[src/rtl/alu_secuenciador_if.sv]
// Bus between the operand sequencer (master) and the combinational N-bit ALU (slave).
interface alu_secuenciador_if #(
    parameter int N = 3
);
    logic [N-1:0] alu_A;
    logic [N-1:0] alu_B;
    logic [3:0]   alu_select;
    logic         alu_flagin;
    logic [N-1:0] alu_resultado;
    logic         alu_neg;
    logic         alu_zero;
    logic         alu_cout;
    logic         alu_ovf;

    modport master (
        output alu_A, alu_B, alu_select, alu_flagin,
        input  alu_resultado, alu_neg, alu_zero, alu_cout, alu_ovf
    );

    modport slave (
        input  alu_A, alu_B, alu_select, alu_flagin,
        output alu_resultado, alu_neg, alu_zero, alu_cout, alu_ovf
    );
endinterface

[src/rtl/alu_secuenciador.sv]
// Loads A, B and op code on button strobes, drives the ALU, latches result/flags and counts operations.
// Define ALU_ACUM_EN for accumulator mode (a strobe in MUESTRA chains the result into operand A).
module alu_secuenciador #(
    parameter int N  = 3,
    parameter int CW = 8
) (
    input  logic                 clk,
    input  logic                 rst,
    input  logic [N-1:0]         dato,
    input  logic [3:0]           sel_in,
    input  logic                 flagin_in,
    input  logic                 cargar,
    alu_secuenciador_if.master   alu,
    output logic [N-1:0]         resultado_reg,
    output logic [3:0]           flags_reg,
    output logic [2:0]           estado,
    output logic                 listo,
    output logic [CW-1:0]        num_ops
);

    typedef enum logic [2:0] {
        CARGA_A  = 3'd0,
        CARGA_B  = 3'd1,
        CARGA_OP = 3'd2,
        EXEC     = 3'd3,
        MUESTRA  = 3'd4
    } estado_t;

    estado_t       state_q, state_d;
    logic [N-1:0]  a_q, a_d;
    logic [N-1:0]  b_q, b_d;
    logic [3:0]    sel_q, sel_d;
    logic          flagin_q, flagin_d;
    logic [N-1:0]  res_q, res_d;
    logic [3:0]    flags_q, flags_d;
    logic          listo_q, listo_d;
    logic [CW-1:0] num_ops_q, num_ops_d;

    always_ff @(posedge clk or posedge rst) begin
        if (rst) begin
            state_q   <= CARGA_A;
            a_q       <= '0;
            b_q       <= '0;
            sel_q     <= '0;
            flagin_q  <= 1'b0;
            res_q     <= '0;
            flags_q   <= '0;
            listo_q   <= 1'b0;
            num_ops_q <= '0;
        end else begin
            state_q   <= state_d;
            a_q       <= a_d;
            b_q       <= b_d;
            sel_q     <= sel_d;
            flagin_q  <= flagin_d;
            res_q     <= res_d;
            flags_q   <= flags_d;
            listo_q   <= listo_d;
            num_ops_q <= num_ops_d;
        end
    end

    always_comb begin
        state_d   = state_q;
        a_d       = a_q;
        b_d       = b_q;
        sel_d     = sel_q;
        flagin_d  = flagin_q;
        res_d     = res_q;
        flags_d   = flags_q;
        listo_d   = listo_q;
        num_ops_d = num_ops_q;
        case (state_q)
            CARGA_A: begin
                if (cargar) begin
                    a_d     = dato;
                    state_d = CARGA_B;
                end
            end
            CARGA_B: begin
                if (cargar) begin
                    b_d     = dato;
                    state_d = CARGA_OP;
                end
            end
            CARGA_OP: begin
                if (cargar) begin
                    sel_d    = sel_in;
                    flagin_d = flagin_in;
                    state_d  = EXEC;
                end
            end
            EXEC: begin
                // Operands have been stable on the ALU for a full cycle; cargar is ignored here.
                res_d     = alu.alu_resultado;
                flags_d   = {alu.alu_neg, alu.alu_zero, alu.alu_cout, alu.alu_ovf};
                listo_d   = 1'b1;
                num_ops_d = num_ops_q + CW'(1);
                state_d   = MUESTRA;
            end
            MUESTRA: begin
                if (cargar) begin
                    listo_d = 1'b0;
`ifdef ALU_ACUM_EN
                    a_d     = res_q;
                    state_d = CARGA_B;
`else
                    state_d = CARGA_A;
`endif
                end
            end
            default: state_d = CARGA_A;
        endcase
    end

    assign alu.alu_A      = a_q;
    assign alu.alu_B      = b_q;
    assign alu.alu_select = sel_q;
    assign alu.alu_flagin = flagin_q;
    assign resultado_reg  = res_q;
    assign flags_reg      = flags_q;
    assign estado         = state_q;
    assign listo          = listo_q;
    assign num_ops        = num_ops_q;

endmodule

[src/flat_wrapper.sv]
// flat-port wrapper written by rule: the top's interface ports become plain ports
module alu_secuenciador_flat 
#(
    parameter int N  = 3,
    parameter int CW = 8
)
  (clk, rst, dato, sel_in, flagin_in, cargar, resultado_reg, flags_reg, estado, listo, num_ops, alu_alu_A, alu_alu_B, alu_alu_select, alu_alu_flagin, alu_alu_resultado, alu_alu_neg, alu_alu_zero, alu_alu_cout, alu_alu_ovf);
  alu_secuenciador_if #(.N(N)) alu_i ();
  input  logic clk;
  input  logic rst;
  input  logic [N-1:0] dato;
  input  logic [3:0] sel_in;
  input  logic flagin_in;
  input  logic cargar;
  output logic [N-1:0] resultado_reg;
  output logic [3:0] flags_reg;
  output logic [2:0] estado;
  output logic listo;
  output logic [CW-1:0] num_ops;
  output wire logic [$bits(alu_i.alu_A)-1:0] alu_alu_A;
  output wire logic [$bits(alu_i.alu_B)-1:0] alu_alu_B;
  output wire logic [$bits(alu_i.alu_select)-1:0] alu_alu_select;
  output wire logic [$bits(alu_i.alu_flagin)-1:0] alu_alu_flagin;
  input wire logic [$bits(alu_i.alu_resultado)-1:0] alu_alu_resultado;
  input wire logic [$bits(alu_i.alu_neg)-1:0] alu_alu_neg;
  input wire logic [$bits(alu_i.alu_zero)-1:0] alu_alu_zero;
  input wire logic [$bits(alu_i.alu_cout)-1:0] alu_alu_cout;
  input wire logic [$bits(alu_i.alu_ovf)-1:0] alu_alu_ovf;
  assign alu_alu_A = alu_i.alu_A;
  assign alu_alu_B = alu_i.alu_B;
  assign alu_alu_select = alu_i.alu_select;
  assign alu_alu_flagin = alu_i.alu_flagin;
  assign alu_i.alu_resultado = alu_alu_resultado;
  assign alu_i.alu_neg = alu_alu_neg;
  assign alu_i.alu_zero = alu_alu_zero;
  assign alu_i.alu_cout = alu_alu_cout;
  assign alu_i.alu_ovf = alu_alu_ovf;
  alu_secuenciador #(.N(N), .CW(CW)) u_core (.clk(clk), .rst(rst), .dato(dato), .sel_in(sel_in), .flagin_in(flagin_in), .cargar(cargar), .alu(alu_i), .resultado_reg(resultado_reg), .flags_reg(flags_reg), .estado(estado), .listo(listo), .num_ops(num_ops));
endmodule
[config.mk]
export PLATFORM = sky130hd
export DESIGN_NAME = alu_secuenciador_flat
export DESIGN_NICKNAME = d
export VERILOG_FILES = /design/src/rtl/alu_secuenciador_if.sv /design/src/rtl/alu_secuenciador.sv /design/src/flat_wrapper.sv
export SDC_FILE = /design/constraint.sdc
export NUM_CORES = 1
export LEC_CHECK = 0
export BUFFER_PORTS_ARGS = -buffer_cell sky130_fd_sc_hd__buf_2
export CORE_UTILIZATION = 35
export DETAILED_ROUTE_END_ITERATION = 8
export GPL_ROUTABILITY_DRIVEN = 0
export PLACE_DENSITY = 0.72
export SYNTH_ARGS = -nofsm -noshare
export SYNTH_HDL_FRONTEND = slang
export SYNTH_SLANG_ARGS = --single-unit
[constraint.sdc]
create_clock -name clk -period 1.3 [get_ports clk]
set_input_delay 0.13 -clock clk [delete_from_list [all_inputs] [get_ports clk]]
set_output_delay 0.13 -clock clk [all_outputs]
set_load 0.02 [all_outputs]
==> results of run 1 <==
[power by group through the flow]
stage | combinational, mW | sequential, mW | clock [mW]
after CTS | 1.88 | 1.68 | 0.896
after detailed placement | 1.86 | 1.69 | 0
after floorplan | 0.876 | 2.08 | 0
final | 1.89 | 1.68 | 0.876
after global placement | 1.81 | 1.68 | 0
after global routing | 2.06 | 1.73 | 0.937
[synth_stat cells, types with 2 or more instances]
library cell | instances | area [µm²]
a21oi_1 | 3 | 15.0
buf_6 | 2 | 22.5
dfrtp_1 | 30 | 751
inv_1 | 2 | 7.51
mux2_2 | 11 | 124
nand2_1 | 29 | 109
nand2b_4 | 2 | 27.5
nand3b_1 | 2 | 15.0
nor2_1 | 3 | 11.3
nor3_1 | 2 | 10.0
xnor2_1 | 3 | 26.3
xor2_1 | 3 | 26.3
[metal layers]
layer / wire length (µm) / share of wire / vias up
met1: 1210 / 0.46 / 459
met2: 1200 / 0.45 / 41
li1: - / - / 470
met3: 175 / 0.066 / 5
met4: 64 / 0.024 / 0
met5: 0 / 0 / -
[layout make-up]
type                            instances  area [µm²]
Clock buffer                            8         110
Fill cell                             340        1870
Inverter                                2        7.51
Multi-Input combinational cell         71         553
Sequential cell                        30         754
Tap cell                               48        60.1
Timing Repair Buffer                   56         305
[kinds of logic (layout without fill, tap and decap cells)]
group,count (synthesis),count (layout)
flops,30,30
xor+xnor,7,7
compound gates,3,3
mux,12,12
simple gates,48,48
fa+ha+maj,1,1
buf+inv,6,66
[worst max-delay path by stage]
stage	startpoint	slack [ns]	cells past startpoint	to
after global routing	u_core.estado[2]$_DFFE_PP0P_	-0.08	3	u_core.alu.alu_B[0]$_DFFE_PP0P_
after CTS	u_core.estado[0]$_DFFE_PP0P_	-0.005	3	u_core.alu.alu_select[2]$_DFFE_PP0P_
after global placement	u_core.estado[0]$_DFFE_PP0P_	0.03	3	u_core.alu.alu_flagin$_DFFE_PP0P_
after detailed placement	u_core.estado[0]$_DFFE_PP0P_	-0.01	3	u_core.alu.alu_select[2]$_DFFE_PP0P_
final	u_core.estado[0]$_DFFE_PP0P_	-0.01	3	u_core.alu.alu_select[2]$_DFFE_PP0P_
after floorplan	u_core.estado[2]$_DFFE_PP0P_	-0.04	3	u_core.alu.alu_B[0]$_DFFE_PP0P_
[per-stage QoR]
step / cell area (µm²) / setup slack, ns / std cells / hold WS, ns
global route: 1790 / -0.0751 / 215 / 0.0369
CTS: 1780 / -0.00465 / 214 / 0.0297
detailed placement: 1650 / -0.0122 / 204 / 0.222
floorplan: 1350 / -0.0400 / 107 / 0.221
finish: 1790 / -0.0121 / 215 / 0.0383
global placement: 1650 / 0.0349 / 204 / 0.218
[worst max-delay path: cells and delay by family, from the launching register on]
kind / cells / cell delay (ns)
flops: 1 / 0.47
simple gates: 2 / 0.37
mux: 1 / 0.36
[timing repair]
action | CTS | global route
buffers inserted | 1 | 1
gates resized for setup | 1 | 1
hold buffers | 1 | 0
pin swaps | 0 | 2
hold endpoints to repair | 30 | 0
setup endpoints to repair | 5 | 10
==> out/results.tsv, run 1 <==
metric	value	unit
worstReg2RegEnd	u_core.alu.alu_select[2]$_DFFE_PP0P_	
reg2reg_slack	-0.01	ns
synth_fa_ha_area_frac	0.00935	
routed_wl	2.65	mm
clockBufferDepth	2	
hold_start	alu_alu_neg	
htreeDepth	2	
ios	48	
fmax	762	MHz
setup_slack	-0.0121	ns
cp_max_fo	8	
die_w	63.8	µm
finalPower	4.44	mW
drv_slew	0	
synth_seq_cells	30	
cell_internal_pwr	2.70	mW
p_per_area	2480	nW/µm²
overflow	0	
cts_root_buffer	clkbuf_8	
finalHoldViolations	0	
worst_setup_path_end_kind	register	
avgSynthCellArea	12.5	µm²
hold_depth	3	
worst_pin_slew	0.377	ns
dieArea	4070	µm²
max_stage_delay	0.47	ns
worstHoldEndpoint	u_core.flags_reg[3]$_DFFE_PP0P_	
cts_buffers	5	
placementRows	22	
grt_pass1_vias	918	
hp-class	primary input to register	
yosys_warnings	0	
met1_usage	0.173	
crit_required	1.47	ns
drc	0	
synth-edff-count	0	
crit_slowest_cell	dfrtp_2	
grt_max_degree	31	
core	3660	µm²
fin_util	0.489	
synth.cell_area	1340	µm²
r2r_start	u_core.estado[0]$_DFFE_PP0P_	
dp_hpwl	1.93	mm
synth_compound_area_frac	0.0112	
clk_latency	0.28	ns
num_antenna_cells	0	
p_sw_frac	0.392	
p_leak	0.952	nW
finalSetupViolCount	3	
initial_utilization	0.365	
track_usage	0.146	
ir_drop	1.41	mV
vias_per_cell	4.53	
syn_to_final_growth	33.9	%
reg2reg_depth	3	
use_met3	0.0625	
top_usage_layer	met2	
fin_crit	1.31	ns
drive_gt1_frac	0.527	
synth_cells	107	
fin_crit_sh	1.01	
async_reset_ff_frac	1.00	
synth_top_family_by_area	simple AND/OR/NAND/NOR gates	
cts.clk_slew.worst_paths	0.06	ns
ant_nets	0	
violations	setup timing	
muxShareOfSynthArea	0.100	
cp-start-kind	register	
use_met2	0.222	
clock_sinks	30	
drt_iter0_drc	11	
final_net_count	185	
slew_headroom	0.749	
synth_seq_area_share	0.561	
grt_pass1_wl	4.31	mm
crit_chain	nand2b_4 > nor2_4 > mux2_2	
synthSimpleGateAreaFrac	0.235	
switchingPower	1.74	mW
power.clock.fraction	0.197	
max_cap_violations	0	
layout_commonest_cell	buf_2	
arrival	1.48	ns
final_cell_mix	47 x buf_2, 29 x nand2_1, 27 x dfrtp_1, 9 x mux2_2	
status	finished with violations	
synth_cell_types	27	
p_comb_frac	0.425	
synth_fp_nets	126	
crit_type	register to register	
synth_ff_type	dfrtp_1	
cts_tree	done	
synth-xor-area-share	0.0514	
rsz0062_at_grt	yes	
finClkSkew	0.00536	ns
wl_per_cell	12.3	µm
die_h	63.8	µm
largest_register_ffs	8	
antenna_found_initial	0	
sequentialPowerShare	0.377	
drt-pass1-iter-count	4	
tns	-0.0342	ns
num_vias	975	
portBuffers	47	
No activity file was read; power rests on OpenSTA's default activity.
==> inputs of run 2 (changes only) <==
--- a/config.mk
+++ b/config.mk
@@ -6,9 +6,11 @@
 export NUM_CORES = 1
 export LEC_CHECK = 0
 export BUFFER_PORTS_ARGS = -buffer_cell sky130_fd_sc_hd__buf_2
+export CAP_MARGIN = 30
 export CORE_UTILIZATION = 35
 export DETAILED_ROUTE_END_ITERATION = 8
 export GPL_ROUTABILITY_DRIVEN = 0
+export MAX_ROUTING_LAYER = met4
 export PLACE_DENSITY = 0.72
 export SYNTH_ARGS = -nofsm -noshare
 export SYNTH_HDL_FRONTEND = slang
==> run 2 against run 1 <==
  * The run still ends with setup timing left
  * Worst setup slack improved by 0.0018 ns
  * Critical endpoint unchanged
  * Clock power about the same
  * Clock skew about the same
  * Via count unchanged
  * Fmax increased by 0.14%
  * First-iteration DRC count decreased by 9.1%
  * Hold slack about the same
  * Critical path type unchanged
==> out/results.tsv, run 2 (synthesized netlist as in run 1, its figures left out) <==
metric	value	unit	change
holdWs	0.0379	ns	-0.000397 ns
dp_hpwl	1.93	mm	unchanged
drt_iter0_drc	10		-1
num_vias	975		unchanged
hp-class	primary input to register		
p_leak	0.963	nW	+1.1%
core	3660	µm²	unchanged
grt_max_degree	31		unchanged
finalSetupViolCount	3		unchanged
vias_per_cell	4.53		unchanged
wl_per_cell	12.5	µm	+0.94%
ir_drop	1.41	mV	about the same
finClkSkew	0.00535	ns	-0.0000140 ns
arrival	1.48	ns	about the same
grt_pass1_wl	4.33	mm	+0.49%
fin_crit	1.31	ns	-0.00182 ns
htreeDepth	2		unchanged
drive_gt1_frac	0.527		unchanged
crit_type	register to register		
track_usage	0.150		+0.00452
finalPower	4.49	mW	+1.0%
overflow	0		unchanged
violations	setup timing		
drt-pass1-iter-count	3		-1
setup_slack	-0.0103	ns	+0.00182 ns
dieArea	4070	µm²	unchanged
fin_cells	215		unchanged
final_net_count	185		unchanged
cts_buffers	5		unchanged
antenna_found_initial	0		unchanged
num_antenna_cells	0		unchanged
cp-start-kind	register		
largest_register_ffs	8		unchanged
finalHoldViolations	0		unchanged
worst_setup_path_end_kind	register		
cts_root_buffer	clkbuf_8		
grt_pass1_vias	916		-0.22%
ios	48		unchanged
layout_commonest_cell	buf_2		
max_cap_violations	0		unchanged
place_inst	204		unchanged
slew_headroom	0.749		about the same
clk_latency	0.28	ns	about the same
crit_required	1.47	ns	about the same
cts_tree	done		
placementRows	22		unchanged
drc	0		unchanged
portBuffers	47		unchanged
clockBufferDepth	2		unchanged
cts.clk_slew.worst_paths	0.06	ns	about the same
p_per_area	2490	nW/µm²	+0.42%
die_h	63.8	µm	unchanged
ant_nets	0		unchanged
cp_max_fo	8		unchanged
clock_sinks	30		unchanged
final_cell_mix	47 x buf_2, 29 x nand2_1, 27 x dfrtp_1, 8 x clkbuf_8, 8 x buf_4		
syn_to_final_growth	34.7	%	
fin_crit_sh	1.01		-0.00140
drv_slew	0		unchanged
status	finished with violations		
worst_pin_slew	0.377	ns	+0.000289 ns
fmax	763	MHz	+0.14%
rsz0062_at_grt	yes		
die_w	63.8	µm	unchanged
initial_utilization	0.365		unchanged
routed_wl	2.68	mm	+0.94%
[run 2: report_power, final]
| part | switching [mW] | internal, mW |
|---|---|---|
| clock | 0.342 | 0.534 |
| sequential | 0.348 | 1.33 |
| combinational | 1.06 | 0.868 |
[run 2: metrics by stage]
stage          instance area [µm²]   util  setup slack [ns]  setup TNS (ns)
2_1_floorplan                 1350      -           -0.0400          -0.241
3_3_place_gp                  1650  0.451            0.0349               0
3_5_place_dp                  1650  0.451           -0.0122         -0.0304
5_1_grt                       1800  0.492           -0.0751          -0.531
4_1_cts                       1780  0.486          -0.00465        -0.00571
6_report                      1800  0.492           -0.0103         -0.0288
[run 2: layout make-up]
class                      instances  area, µm²
clock buffer                       8        110
fill                             336       1860
inverter                           2       7.51
multi-input combinational         71        564
sequential                        30        754
tap                               48       60.1
timing repair buffer              56        305
[run 2: what timing repair did]
action | in CTS | in global routing
endpoints found under the hold margin | 30 | 0
hold buffers | 1 | 0
setup buffers | 1 | 1
setup endpoints to repair | 5 | 13
gates cloned | 0 | 0
pin swaps | 0 | 2
resized for setup | 1 | 4
[run 2: worst max-delay path: stages (launching register included)]
cell	delay, ns
dfrtp_2	0.47
nand2b_4	0.18
nor2_4	0.19
mux2_2	0.36
[run 2: path summary, 6_finish.rpt]
path                                               start                                   end  slack [ns]  cells past startpoint
max                         u_core.estado[0]$_DFFE_PP0P_  u_core.alu.alu_select[2]$_DFFE_PP0P_       -0.01                      3
min                                          alu_alu_neg       u_core.flags_reg[3]$_DFFE_PP0P_        0.04                      3
max reg2reg                 u_core.estado[0]$_DFFE_PP0P_  u_core.alu.alu_select[2]$_DFFE_PP0P_       -0.01                      3
min reg2reg                u_core.num_ops[7]$_DFFE_PP0P_         u_core.num_ops[7]$_DFFE_PP0P_        0.47                      1
max in group asynchronous                            rst          u_core.estado[1]$_DFFE_PP0P_        0.55                      4
min in group asynchronous                            rst       u_core.flags_reg[2]$_DFFE_PP0P_        0.45                      4
[run 2: routing by layer]
metal | vias up | share of wire | GRT usage
met4 | 0 | 0.024 | 0.0767
met3 | 5 | 0.062 | 0.0607
met1 | 462 | 0.46 | 0.176
li1 | 469 | - | -
met2 | 39 | 0.45 | 0.221
met5 | - | 0 | -
